## config.mk

```make
export PLATFORM = sky130hd
export DESIGN_NAME = hash_match_engine_flat
export DESIGN_NICKNAME = d
export VERILOG_FILES = /design/src/rtl/srio_rx_pkg.sv /design/src/rtl/hash_match_engine_if.sv /design/src/rtl/hash_match_engine_key_table.sv /design/src/rtl/hash_match_engine.sv /design/src/flat_wrapper.sv
export SDC_FILE = /design/constraint.sdc
export NUM_CORES = 1
export LEC_CHECK = 0
export BUFFER_PORTS_ARGS = -buffer_cell sky130_fd_sc_hd__clkbuf_2
export CAP_MARGIN = 0
export CORE_UTILIZATION = 50
export CTS_CLUSTER_SIZE = 40
export DETAILED_ROUTE_END_ITERATION = 8
export GPL_TIMING_DRIVEN = 0
export PLACE_DENSITY = 0.74
export SLEW_MARGIN = 20
export SYNTH_ARGS = -nofsm -noshare
export SYNTH_HDL_FRONTEND = slang
export SYNTH_SLANG_ARGS = --single-unit
```

## constraint.sdc

```tcl
create_clock -name clk -period 2 [get_ports clk]
set_clock_uncertainty 0.1 [all_clocks]
set_input_delay 0.4 -clock clk [delete_from_list [all_inputs] [get_ports clk]]
set_output_delay 0.4 -clock clk [all_outputs]
set_load 0.02 [all_outputs]
```

## src/rtl/srio_rx_pkg.sv

```systemverilog
// Shared types and defaults for the SRIO/UDP receive path: FSM states,
// key-table entry layout and the byte-offset shift.
package srio_rx_pkg;

  localparam int DEF_DATA_WIDTH = 64;
  localparam int DEF_LEN_WIDTH  = 10;
  localparam int DEF_SEQ_WIDTH  = 3;
  localparam int DEF_HDR_WORDS  = 32;
  localparam int DEF_KEY_NUM    = 4;
  localparam int DEF_KEY_WIDTH  = DEF_DATA_WIDTH / 2;

  // Word index to byte offset (8-byte words)
  localparam int ADDR_SHIFT = 3;

  typedef enum logic [1:0] {
    IDLE = 2'd0,
    HDR  = 2'd1,
    BODY = 2'd2,
    DONE = 2'd3
  } state_t;

  typedef struct packed {
    logic                     vld;
    logic [DEF_KEY_WIDTH-1:0] key;
  } key_entry_t;

endpackage

```

## src/rtl/hash_match_engine_if.sv

```systemverilog
// Stream, key-programming and match-result signals of hash_match_engine.
// master = stream source / consumer side, slave = the engine.
interface hash_match_engine_if #(
  parameter int DATA_WIDTH = srio_rx_pkg::DEF_DATA_WIDTH,
  parameter int LEN_WIDTH  = srio_rx_pkg::DEF_LEN_WIDTH,
  parameter int SEQ_WIDTH  = srio_rx_pkg::DEF_SEQ_WIDTH,
  parameter int KEY_NUM    = srio_rx_pkg::DEF_KEY_NUM,
  parameter int KEY_WIDTH  = srio_rx_pkg::DEF_KEY_WIDTH
);

  logic [DATA_WIDTH-1:0]      data_in;
  logic                       data_valid_in;
  logic [LEN_WIDTH-1:0]       data_length_in;
  logic                       key_wr_en_in;
  logic [$clog2(KEY_NUM)-1:0] key_wr_idx_in;
  logic [KEY_WIDTH-1:0]       key_wr_data_in;
  logic                       key_wr_vld_in;

  logic [SEQ_WIDTH-1:0]       pack_seq_out;
  logic [SEQ_WIDTH-1:0]       hash_pack_seq_out;
  logic                       hash_hit_out;
  logic [LEN_WIDTH-1:0]       hash_addr_offset_out;
  logic [$clog2(KEY_NUM)-1:0] hash_match_idx_out;
  logic                       pack_done_out;
  logic                       len_err_out;

  modport master (
    output data_in, data_valid_in, data_length_in,
    output key_wr_en_in, key_wr_idx_in, key_wr_data_in, key_wr_vld_in,
    input  pack_seq_out, hash_pack_seq_out, hash_hit_out,
    input  hash_addr_offset_out, hash_match_idx_out, pack_done_out, len_err_out
  );

  modport slave (
    input  data_in, data_valid_in, data_length_in,
    input  key_wr_en_in, key_wr_idx_in, key_wr_data_in, key_wr_vld_in,
    output pack_seq_out, hash_pack_seq_out, hash_hit_out,
    output hash_addr_offset_out, hash_match_idx_out, pack_done_out, len_err_out
  );

endinterface

```

## src/rtl/hash_match_engine_key_table.sv

```systemverilog
// Programmable key table: registered entries, parallel compare and a
// lowest-index priority encoder; match/idx are combinational.
module hash_key_table
  import srio_rx_pkg::*;
#(
  parameter int KEY_NUM = DEF_KEY_NUM,
  parameter int IDX_W   = $clog2(KEY_NUM)
) (
  input  logic                     clk,
  input  logic                     reset,
  input  logic                     wr_en,
  input  logic [IDX_W-1:0]         wr_idx,
  input  logic [DEF_KEY_WIDTH-1:0] wr_data,
  input  logic                     wr_vld,
  input  logic [DEF_KEY_WIDTH-1:0] key,
  output logic                     match,
  output logic [IDX_W-1:0]         idx
);

  key_entry_t           entries [KEY_NUM];
  logic [KEY_NUM-1:0]   hits;

  always_ff @(posedge clk or negedge reset) begin
    if (!reset) begin
      for (int i = 0; i < KEY_NUM; i++) begin
        entries[i] <= '0;
      end
    end else if (wr_en) begin
      entries[wr_idx].vld <= wr_vld;
      entries[wr_idx].key <= wr_data;
    end
  end

  always_comb begin
    hits = '0;
    for (int i = 0; i < KEY_NUM; i++) begin
      hits[i] = entries[i].vld && (entries[i].key == key);
    end
  end

  // Scan downward so the lowest matching entry wins
  always_comb begin
    match = 1'b0;
    idx   = '0;
    for (int i = KEY_NUM - 1; i >= 0; i--) begin
      if (hits[i]) begin
        match = 1'b1;
        idx   = IDX_W'(i);
      end
    end
  end

endmodule

```

## src/rtl/hash_match_engine.sv

```systemverilog
// Numbers packets on the receive stream, skips the header window and flags
// body words whose folded key hits the key table, for ram_controller.
module hash_match_engine
  import srio_rx_pkg::*;
#(
  parameter int DATA_WIDTH = DEF_DATA_WIDTH,
  parameter int LEN_WIDTH  = DEF_LEN_WIDTH,
  parameter int SEQ_WIDTH  = DEF_SEQ_WIDTH,
  parameter int HDR_WORDS  = DEF_HDR_WORDS,
  parameter int KEY_NUM    = DEF_KEY_NUM,
  parameter int KEY_WIDTH  = DEF_KEY_WIDTH
) (
  input  logic                clk,
  input  logic                reset,
  hash_match_engine_if.slave  bus
);

  localparam int IDX_W = $clog2(KEY_NUM);
  localparam logic [LEN_WIDTH-1:0] CNT_MAX   = '1;
  localparam logic [LEN_WIDTH-1:0] HDR_LAST  = LEN_WIDTH'(HDR_WORDS - 1);
  localparam logic [LEN_WIDTH-1:0] HDR_FIRST = LEN_WIDTH'(HDR_WORDS);

  state_t               state;
  logic [LEN_WIDTH-1:0] cnt;
  logic [LEN_WIDTH-1:0] len;
  logic [SEQ_WIDTH-1:0] seq;
  logic [SEQ_WIDTH-1:0] hash_seq;
  logic                 vld_p1;
  logic [LEN_WIDTH-1:0] offset_p1;
  logic [IDX_W-1:0]     idx_p1;

  logic [DATA_WIDTH-1:0] word;
  logic [KEY_WIDTH-1:0]  fold;
  logic                  start;
  logic                  in_body;
  logic                  done_now;
  logic [LEN_WIDTH-1:0]  cur;
  logic [LEN_WIDTH-1:0]  body_idx;
  logic                  match;
  logic [IDX_W-1:0]      match_idx;

  assign word     = bus.data_in;
  assign fold     = word[DATA_WIDTH-1:KEY_WIDTH] ^ word[KEY_WIDTH-1:0];
  assign start    = bus.data_valid_in && (state == IDLE || state == DONE);
  assign cur      = start ? '0 : cnt;
  assign in_body  = bus.data_valid_in && (state == BODY);
  assign body_idx = cur - HDR_FIRST;
  // Packet end is the first idle cycle after the run, so a hit on the last
  // body word lines up with the done pulse.
  assign done_now = (state == HDR || state == BODY) && !bus.data_valid_in;

  hash_key_table #(
    .KEY_NUM (KEY_NUM)
  ) u_key_table (
    .clk     (clk),
    .reset   (reset),
    .wr_en   (bus.key_wr_en_in),
    .wr_idx  (bus.key_wr_idx_in),
    .wr_data (bus.key_wr_data_in),
    .wr_vld  (bus.key_wr_vld_in),
    .key     (fold),
    .match   (match),
    .idx     (match_idx)
  );

  always_ff @(posedge clk or negedge reset) begin
    if (!reset) begin
      state     <= IDLE;
      cnt       <= '0;
      len       <= '0;
      seq       <= '0;
      hash_seq  <= '0;
      vld_p1    <= 1'b0;
      offset_p1 <= '0;
      idx_p1    <= '0;
    end else begin
      // Stage p1: registered match result
      vld_p1 <= in_body && match;
      if (in_body && match) begin
        offset_p1 <= body_idx << ADDR_SHIFT;
        idx_p1    <= match_idx;
      end

      if (bus.data_valid_in) begin
        cnt <= start ? LEN_WIDTH'(1) : ((cnt == CNT_MAX) ? cnt : cnt + 1'b1);
        len <= bus.data_length_in;
      end

      if (in_body && cur == HDR_FIRST) begin
        hash_seq <= seq;
      end

      if (done_now) begin
        seq <= seq + 1'b1;
      end

      case (state)
        IDLE, DONE: begin
          if (bus.data_valid_in) begin
            state <= (cur == HDR_LAST) ? BODY : HDR;
          end else begin
            state <= IDLE;
          end
        end
        HDR: begin
          if (!bus.data_valid_in) begin
            state <= DONE;
          end else if (cur == HDR_LAST) begin
            state <= BODY;
          end
        end
        BODY: begin
          if (!bus.data_valid_in) begin
            state <= DONE;
          end
        end
        default: state <= IDLE;
      endcase
    end
  end

  assign bus.pack_seq_out         = seq;
  assign bus.hash_pack_seq_out    = hash_seq;
  assign bus.hash_hit_out         = vld_p1;
  assign bus.hash_addr_offset_out = offset_p1;
  assign bus.hash_match_idx_out   = idx_p1;
  assign bus.pack_done_out        = done_now;
  assign bus.len_err_out          = done_now && (cnt != len);

endmodule

```

## src/flat_wrapper.sv

```systemverilog
// flat-port wrapper written by rule: the top's interface ports become plain ports
module hash_match_engine_flat import srio_rx_pkg::*;
#(
  parameter int DATA_WIDTH = DEF_DATA_WIDTH,
  parameter int LEN_WIDTH  = DEF_LEN_WIDTH,
  parameter int SEQ_WIDTH  = DEF_SEQ_WIDTH,
  parameter int HDR_WORDS  = DEF_HDR_WORDS,
  parameter int KEY_NUM    = DEF_KEY_NUM,
  parameter int KEY_WIDTH  = DEF_KEY_WIDTH
)
  (clk, reset, bus_data_in, bus_data_valid_in, bus_data_length_in, bus_key_wr_en_in, bus_key_wr_idx_in, bus_key_wr_data_in, bus_key_wr_vld_in, bus_pack_seq_out, bus_hash_pack_seq_out, bus_hash_hit_out, bus_hash_addr_offset_out, bus_hash_match_idx_out, bus_pack_done_out, bus_len_err_out);
  hash_match_engine_if #(.DATA_WIDTH(DATA_WIDTH), .LEN_WIDTH(LEN_WIDTH), .SEQ_WIDTH(SEQ_WIDTH), .KEY_NUM(KEY_NUM), .KEY_WIDTH(KEY_WIDTH)) bus_i ();
  input  logic clk;
  input  logic reset;
  input wire logic [$bits(bus_i.data_in)-1:0] bus_data_in;
  input wire logic [$bits(bus_i.data_valid_in)-1:0] bus_data_valid_in;
  input wire logic [$bits(bus_i.data_length_in)-1:0] bus_data_length_in;
  input wire logic [$bits(bus_i.key_wr_en_in)-1:0] bus_key_wr_en_in;
  input wire logic [$bits(bus_i.key_wr_idx_in)-1:0] bus_key_wr_idx_in;
  input wire logic [$bits(bus_i.key_wr_data_in)-1:0] bus_key_wr_data_in;
  input wire logic [$bits(bus_i.key_wr_vld_in)-1:0] bus_key_wr_vld_in;
  output wire logic [$bits(bus_i.pack_seq_out)-1:0] bus_pack_seq_out;
  output wire logic [$bits(bus_i.hash_pack_seq_out)-1:0] bus_hash_pack_seq_out;
  output wire logic [$bits(bus_i.hash_hit_out)-1:0] bus_hash_hit_out;
  output wire logic [$bits(bus_i.hash_addr_offset_out)-1:0] bus_hash_addr_offset_out;
  output wire logic [$bits(bus_i.hash_match_idx_out)-1:0] bus_hash_match_idx_out;
  output wire logic [$bits(bus_i.pack_done_out)-1:0] bus_pack_done_out;
  output wire logic [$bits(bus_i.len_err_out)-1:0] bus_len_err_out;
  assign bus_i.data_in = bus_data_in;
  assign bus_i.data_valid_in = bus_data_valid_in;
  assign bus_i.data_length_in = bus_data_length_in;
  assign bus_i.key_wr_en_in = bus_key_wr_en_in;
  assign bus_i.key_wr_idx_in = bus_key_wr_idx_in;
  assign bus_i.key_wr_data_in = bus_key_wr_data_in;
  assign bus_i.key_wr_vld_in = bus_key_wr_vld_in;
  assign bus_pack_seq_out = bus_i.pack_seq_out;
  assign bus_hash_pack_seq_out = bus_i.hash_pack_seq_out;
  assign bus_hash_hit_out = bus_i.hash_hit_out;
  assign bus_hash_addr_offset_out = bus_i.hash_addr_offset_out;
  assign bus_hash_match_idx_out = bus_i.hash_match_idx_out;
  assign bus_pack_done_out = bus_i.pack_done_out;
  assign bus_len_err_out = bus_i.len_err_out;
  hash_match_engine #(.DATA_WIDTH(DATA_WIDTH), .LEN_WIDTH(LEN_WIDTH), .SEQ_WIDTH(SEQ_WIDTH), .HDR_WORDS(HDR_WORDS), .KEY_NUM(KEY_NUM), .KEY_WIDTH(KEY_WIDTH)) u_core (.clk(clk), .reset(reset), .bus(bus_i));
endmodule
```

* After elaboration in Yosys (flattened, before gate mapping)
Cells that the tools add are included.
** Storage, ports and cells
- Register bits after elaboration :: 170
- Logic and storage cells :: 78
** Operators by class
- Add/subtract/negate cells :: 3
- $lt $le $gt $ge :: 2
- Eq/ne operators :: 14
- Muxes and demuxes :: 23
- Bitwise operators :: 2
- Reductions and logical operators :: 18
** Operators by type and width (count)
- $bwmux 132 :: 2
- $demux 33 s2 :: 2
- $eq 32x32->1 :: 4
- $mux 33 :: 1
- $mux 32 :: 1
- $xor 32x32->32 :: 1
- $mux 10 :: 3
- $mux 2 :: 9
- $logic_and 1x1->1 :: 11
- $add 10x1->10 const B :: 1
- $eq 10x10->1 const B :: 1
- $eq 10x5->1 const B :: 1
- $eq 10x6->1 const B :: 1
- $ne 10x10->1 :: 1
- $sub 7x6->7 const B :: 1
- $pmux 2 s3 :: 1
- $eq 2x2->1 const B :: 2
- $mux 1 :: 4
- $reduce_and 2->1 :: 2
- $add 3x1->3 const B :: 1
- $ge 3x3->1 const B :: 1
- $lt 3x1->1 const B :: 1
- $ne 3x3->1 const B :: 1
- $not 2->3 :: 1
- 7 further kinds :: 8

* Depth between registers and ports, before layout
- Depth in word-level cells :: 8
- Mapped depth :: 9

* By module
A second synthesis with hierarchy kept.
** Unflattened totals
- Cell total of the unflattened synthesis :: 669
- Area total of the unflattened synthesis :: 8543.2 um^2
** By module, submodules not included
- hash_key_table :: times used 1, cells an instance 465, area each 6346.1 um^2
- hash_match_engine :: times used 1, cells an instance 204, area each 2197.1 um^2

* Least setup slack after synthesis
Ideal clock, no wire load.
- Kind :: in2reg
- Start :: in bus_data_in[34]
- End :: reg u_core.offset_p1[8], in the netlist u_core.bus.hash_addr_offset_out[8]
- Library setup time :: 0.125 ns
- Arrival :: 2.000 ns
- Data required time :: 1.775 ns
- Path slack :: -0.225 ns
- Stages :: 8
- Path buffers :: 1
- Cell sequence :: clkbuf_1 -> xnor3_1 -> nand4_1 -> nor4_1 -> nand4_1 -> a21oi_2 -> nor2_4 -> mux2_4
** On the way
- Cells in the longest elaborated chain, start to end :: 8
- Elaborated cells on any way between the ends :: 14
- Those cells by class :: 4 x eq/ne; 4 x mux; 1 x bitwise; 5 x reduce/logical
** Ends and longest elaborated chain
- start: declaration :: line flat_wrapper.sv:15 : input wire logic [$bits(bus_i.data_in)-1:0] bus_data_in;
- $xor 32x32->32 (*) :: line hash_match_engine.sv:43 : assign fold = word[DATA_WIDTH-1:KEY_WIDTH] ^ word[KEY_WIDTH-1:0];
- $eq 32x32->1 :: line hash_match_engine_key_table.sv:37 : hits[i] = entries[i].vld && (entries[i].key == key);
- $logic_and 1x1->1 :: line hash_match_engine_key_table.sv:37
- $mux 1 (3 in a row) :: line hash_match_engine_key_table.sv:46 : if (hits[i]) begin
- $mux 1 (*) :: line hash_match_engine_key_table.sv:46
- $logic_and 1x1->1 (*) :: line hash_match_engine.sv:79 : if (in_body && match) begin
- end signal: assignment :: line hash_match_engine.sv:80 : offset_p1 <= body_idx << ADDR_SHIFT;
- end: declaration :: line hash_match_engine.sv:29 : logic [LEN_WIDTH-1:0] offset_p1;
Every way passes the cells marked *; elsewhere a longest branch is shown, timed or not.
A chain may end at the register's enable or synchronous reset.

* Worst setup path in the final report
- Start :: reg u_core.u_key_table.entries[3] (netlist name)
- End :: reg u_core.offset_p1[9], in the netlist u_core.bus.hash_addr_offset_out[9]
** On the way
- Cells in the longest elaborated chain, start to end :: 7
** Ends and longest elaborated chain
- start: declaration :: line hash_match_engine_key_table.sv:20 : key_entry_t entries [KEY_NUM];
- $eq 32x32->1 :: line hash_match_engine_key_table.sv:37
- $logic_and 1x1->1 :: line hash_match_engine_key_table.sv:37
- $mux 1 (4 in a row) :: line hash_match_engine_key_table.sv:46
- $logic_and 1x1->1 :: line hash_match_engine.sv:79
Every way passes these cells.

==> qor.csv <==
stage;metric;value;unit
synthesis;synth_compound_area_frac;0.0190;
global_routing;antenna_found_initial;2;
sta;hold_violations;0;
sta;finalCritPeriodShare;1.16;
sta;tns;-2510;ps
detailed_routing;ant_nets;0;
layout;synthToLayoutAreaGrowth;20.0;%
place;dp.cells;1073;
sta;slew_violations;0;
layout;multi_input_area;0.00560;mm2
synthesis;syn_area;0.00989;mm2
synthesis;yosys.area.top_type_share;0.430;
layout;area.sequential;0.00426;mm2
worst_setup_path;end_kind;flip-flop;
sta;fin_ws;-313;ps
floorplan;core_area;0.0194;mm2
sta;rsz0062_at_grt;yes;
outcome;violations;negative setup slack;
layout;layout.nets;961;
power_and_ir_drop;p_switching;3520;uW
power_and_ir_drop;comb_power_share;0.311;
power_and_ir_drop;power.density;967;mW/mm2
place;io_buffers;106;
worst_setup_path;cpMaxStageDelayCell;dfrtp_1;
worst_setup_path;crit_buf_inv;0;
sta;fin_crit;2310;ps
worst_setup_path;max_stage_delay;400;ps
power_and_ir_drop;seqPwrFrac;0.393;
synthesis;synth-simple-area-share;0.0662;
synthesis;yosysWarningCount;0;
clocking;tritoncts;built;
outcome;status;complete, but fails checks;
power_and_ir_drop;pwr-share-clk;0.295;
worst_setup_path;crit_top_cell;nand4_1;
power_and_ir_drop;power.leakage;0.00576;uW
power_and_ir_drop;p_int;7970;uW
floorplan;dieArea;0.0204;mm2
min_path;holdCritPathClass;in2reg;
synthesis;synth_async_sr_flop_share;1.00;
floorplan;rows;51;
synthesis;synthesis.instances;699;
worst_setup_path;path_class;reg2reg;
layout;design_area;0.0119;mm2
sta;hold-worst-slack;98.1;ps
clocking;cts.sinks;170;
flow_run;cap_violations;0;
detailed_routing;drt_iter0_drc;436;
synthesis;synthAdderAreaFrac;0.00506;
detailed_routing;dr_total_vias;6160;
clocking;cts_root_buf;clkbuf_16;
detailed_routing;first_pass_iters;6;
sta;setup_viol;14;
synthesis;synth_mux_area_frac;0.175;
synthesis;yosys-top-cells-area;dfrtp_1 43%, xnor3_1 22%, mux2_2 17%;
global_routing;grt_pass1_vias;6297;
synthesis;synth_seq_cells;170;
floorplan;die_y;143;um
detailed_routing;wl_per_cell;21.2;um
clocking;clk_latency;430;ps
synthesis;synthFlopType;dfrtp_1;
clocking;cts_max_level;4;
layout;drive_above_1_share;0.442;
place;placed_cell_area;0.0109;mm2
detailed_routing;drc_errors;0;
worst_setup_path;crit_family;simple AND/OR/NAND/NOR gates;
worst_setup_path;critPathArrivalTime;2530;ps
synthesis;synth_edf_count;0;
worst_setup_path;crit_fanout;4;
global_routing;grt_max_degree;91;
layout;nFillCells;1519;
synthesis;synth_largest_area_cell;dfrtp_1;
detailed_routing;drt-total-wl;23800;um
global_routing;grt_use_total;0.246;
global_routing;overflow;0;
floorplan;fp.dieW;143;um
sta;tightest_slew;1010;ps
detailed_routing;drt-vias-per-instance;5.49;
floorplan;start_util;0.510;
synthesis;yosysUniqueCellTypes;44;
sta;slew_headroom;0.328;
clocking;clk_pin_slew;70;ps
clocking;clock_path_buffers;2;
synthesis;synth_top_family_by_area;XOR/XNOR gates;
worst_setup_path;crit_required;2210;ps
worst_setup_path;path_cells;xnor3_1, nand4_1, nor4_4, nand4_1, a21oi_2, nor2_4, mux2_4;
worst_setup_path;worstSetupStartpointType;flip-flop;
floorplan;pin_count;134;
place;globalplace.congestion;0.896;
power_and_ir_drop;p_sw_frac;0.306;
layout;antenna_cells;0;
synthesis;synth_xor_area_frac;0.278;
clocking;cts_buffers;17;
global_routing;grt_pass1_wl;35800;um
synthesis;yosysSeqAreaShare;0.430;
layout;final_cells;1122;
sta;max_freq;432;MHz
power_and_ir_drop;vdd_drop_max;0.000781;V
synthesis;avgSynthCellArea;14.2;um2
place;place_hpwl;17200;um
state kept, by name, summed over array words and instances, names as in the netlist:
signal / count
u_core.bus.hash_match_idx_out: 2
u_core.bus.hash_hit_out: 1
u_core.bus.hash_pack_seq_out: 3
u_core.u_key_table.entries: 132
u_core.bus.pack_seq_out: 3
u_core.len: 10
u_core.state: 2
u_core.cnt: 10
u_core.bus.hash_addr_offset_out: 7
worst paths after layout:
kind / startpoint / endpoint / slack (ps) / cells after the start
setup / recovery: u_core.u_key_table.entries[3]$_DFFE_PN0P_ / u_core.bus.hash_addr_offset_out[9]$_DFFE_PN0P_ / -310 / 7
setup reg to reg: u_core.u_key_table.entries[3]$_DFFE_PN0P_ / u_core.bus.hash_addr_offset_out[9]$_DFFE_PN0P_ / -310 / 7
max in group asynchronous: reset / u_core.cnt[0]$_DFFE_PN0P_ / 390 / 3
min in group asynchronous: reset / u_core.u_key_table.entries[25]$_DFFE_PN0P_ / 480 / 2
hold reg to reg: u_core.bus.pack_seq_out[2]$_DFFE_PN0P_ / u_core.bus.pack_seq_out[2]$_DFFE_PN0P_ / 400 / 1
hold / removal: bus_data_length_in[4] / u_core.len[4]$_DFFE_PN0P_ / 100 / 2
layout make-up:
cell class	count	share of cell area
inverters	14	0.00443
flip-flops and latches	170	0.359
repair buffers	129	0.0646
clock buffers	20	0.0393
well taps	265	0.0279
plain buffers	43	0.0215
multi-input cells	469	0.472
clock inverters	12	0.0116
timing repair:
item	4_1_cts	5_1_grt
buffers inserted	10	12
pin swaps	18	28
hold buffers	1	0
endpoints found under the setup margin	44	30
hold endpoints to repair	80	0
gates resized for setup	28	31
Yosys cell counts (all sizes together) (2+ instances only):
library cell,n
o22ai,2
nor3,6
o31ai,2
nand3,11
xnor2,48
nand4,28
o21ai,7
nand3b,3
a21oi,10
inv,14
mux2,148
xor2,16
nor4,15
or3,2
clkbuf,30
dfrtp,170
mux2i,6
nor2,17
a222oi,2
and2,2
xnor3,96
buf,18
ha,4
nand2,28
stage by stage:
stage / total power [uW] / util / worst slack, ps
5_1_grt: 12000 / 0.612 / -372
6_report: 11500 / 0.612 / -313
4_1_cts: 11300 / 0.601 / -283
3_5_place_dp: 7600 / 0.560 / -789
3_3_place_gp: 7510 / 0.558 / -2770
2_1_floorplan: 6610 / - / -164
layer usage:
layer,track usage,share of wire
met1,0.312,0.42
met2,0.407,0.48
met3,0.0607,0.068
met4,0.101,0.035
met5,0,0.00055
logic make-up after synthesis:
| family | after synthesis |
|---|---|
| flip-flops | 170 |
| XOR/XNOR | 161 |
| multiplexers | 154 |
| AND/OR/NAND/NOR | 119 |
| buffers and inverters | 62 |
| AO/OA/AOI/OAI | 28 |
| adder cells (fa/ha/maj) | 4 |
| other | 1 |
power groups by stage:
stage                     sequential, uW  combinational, uW  clock (uW)
after CTS                           4490               3340        3440
final                               4520               3580        3390
after global routing                4590               3820        3590
after floorplan                     4460               2150           0
after global placement              4500               3010           0
after detailed placement            4530               3070           0
cells in the final DEF, fill, tap and decap left out, types with 3 or more instances in the layout:
master	instances
a21oi_1	5
a21oi_2	5
buf_2	5
buf_4	30
clkbuf_1	11
clkbuf_16	17
clkbuf_2	110
clkbuf_4	7
clkbuf_8	4
conb_1	3
dfrtp_1	168
inv_1	13
inv_6	4
mux2_2	143
mux2_4	5
mux2i_1	5
nand2_1	25
nand3_1	10
nand3b_1	3
nand4_1	28
nor2_1	14
nor3_1	6
nor4_1	6
nor4_2	3
nor4_4	6
o21ai_0	6
xnor2_1	48
xnor3_1	90
xnor3_2	6
xor2_1	15
Power figures use the tool's default switching activity.
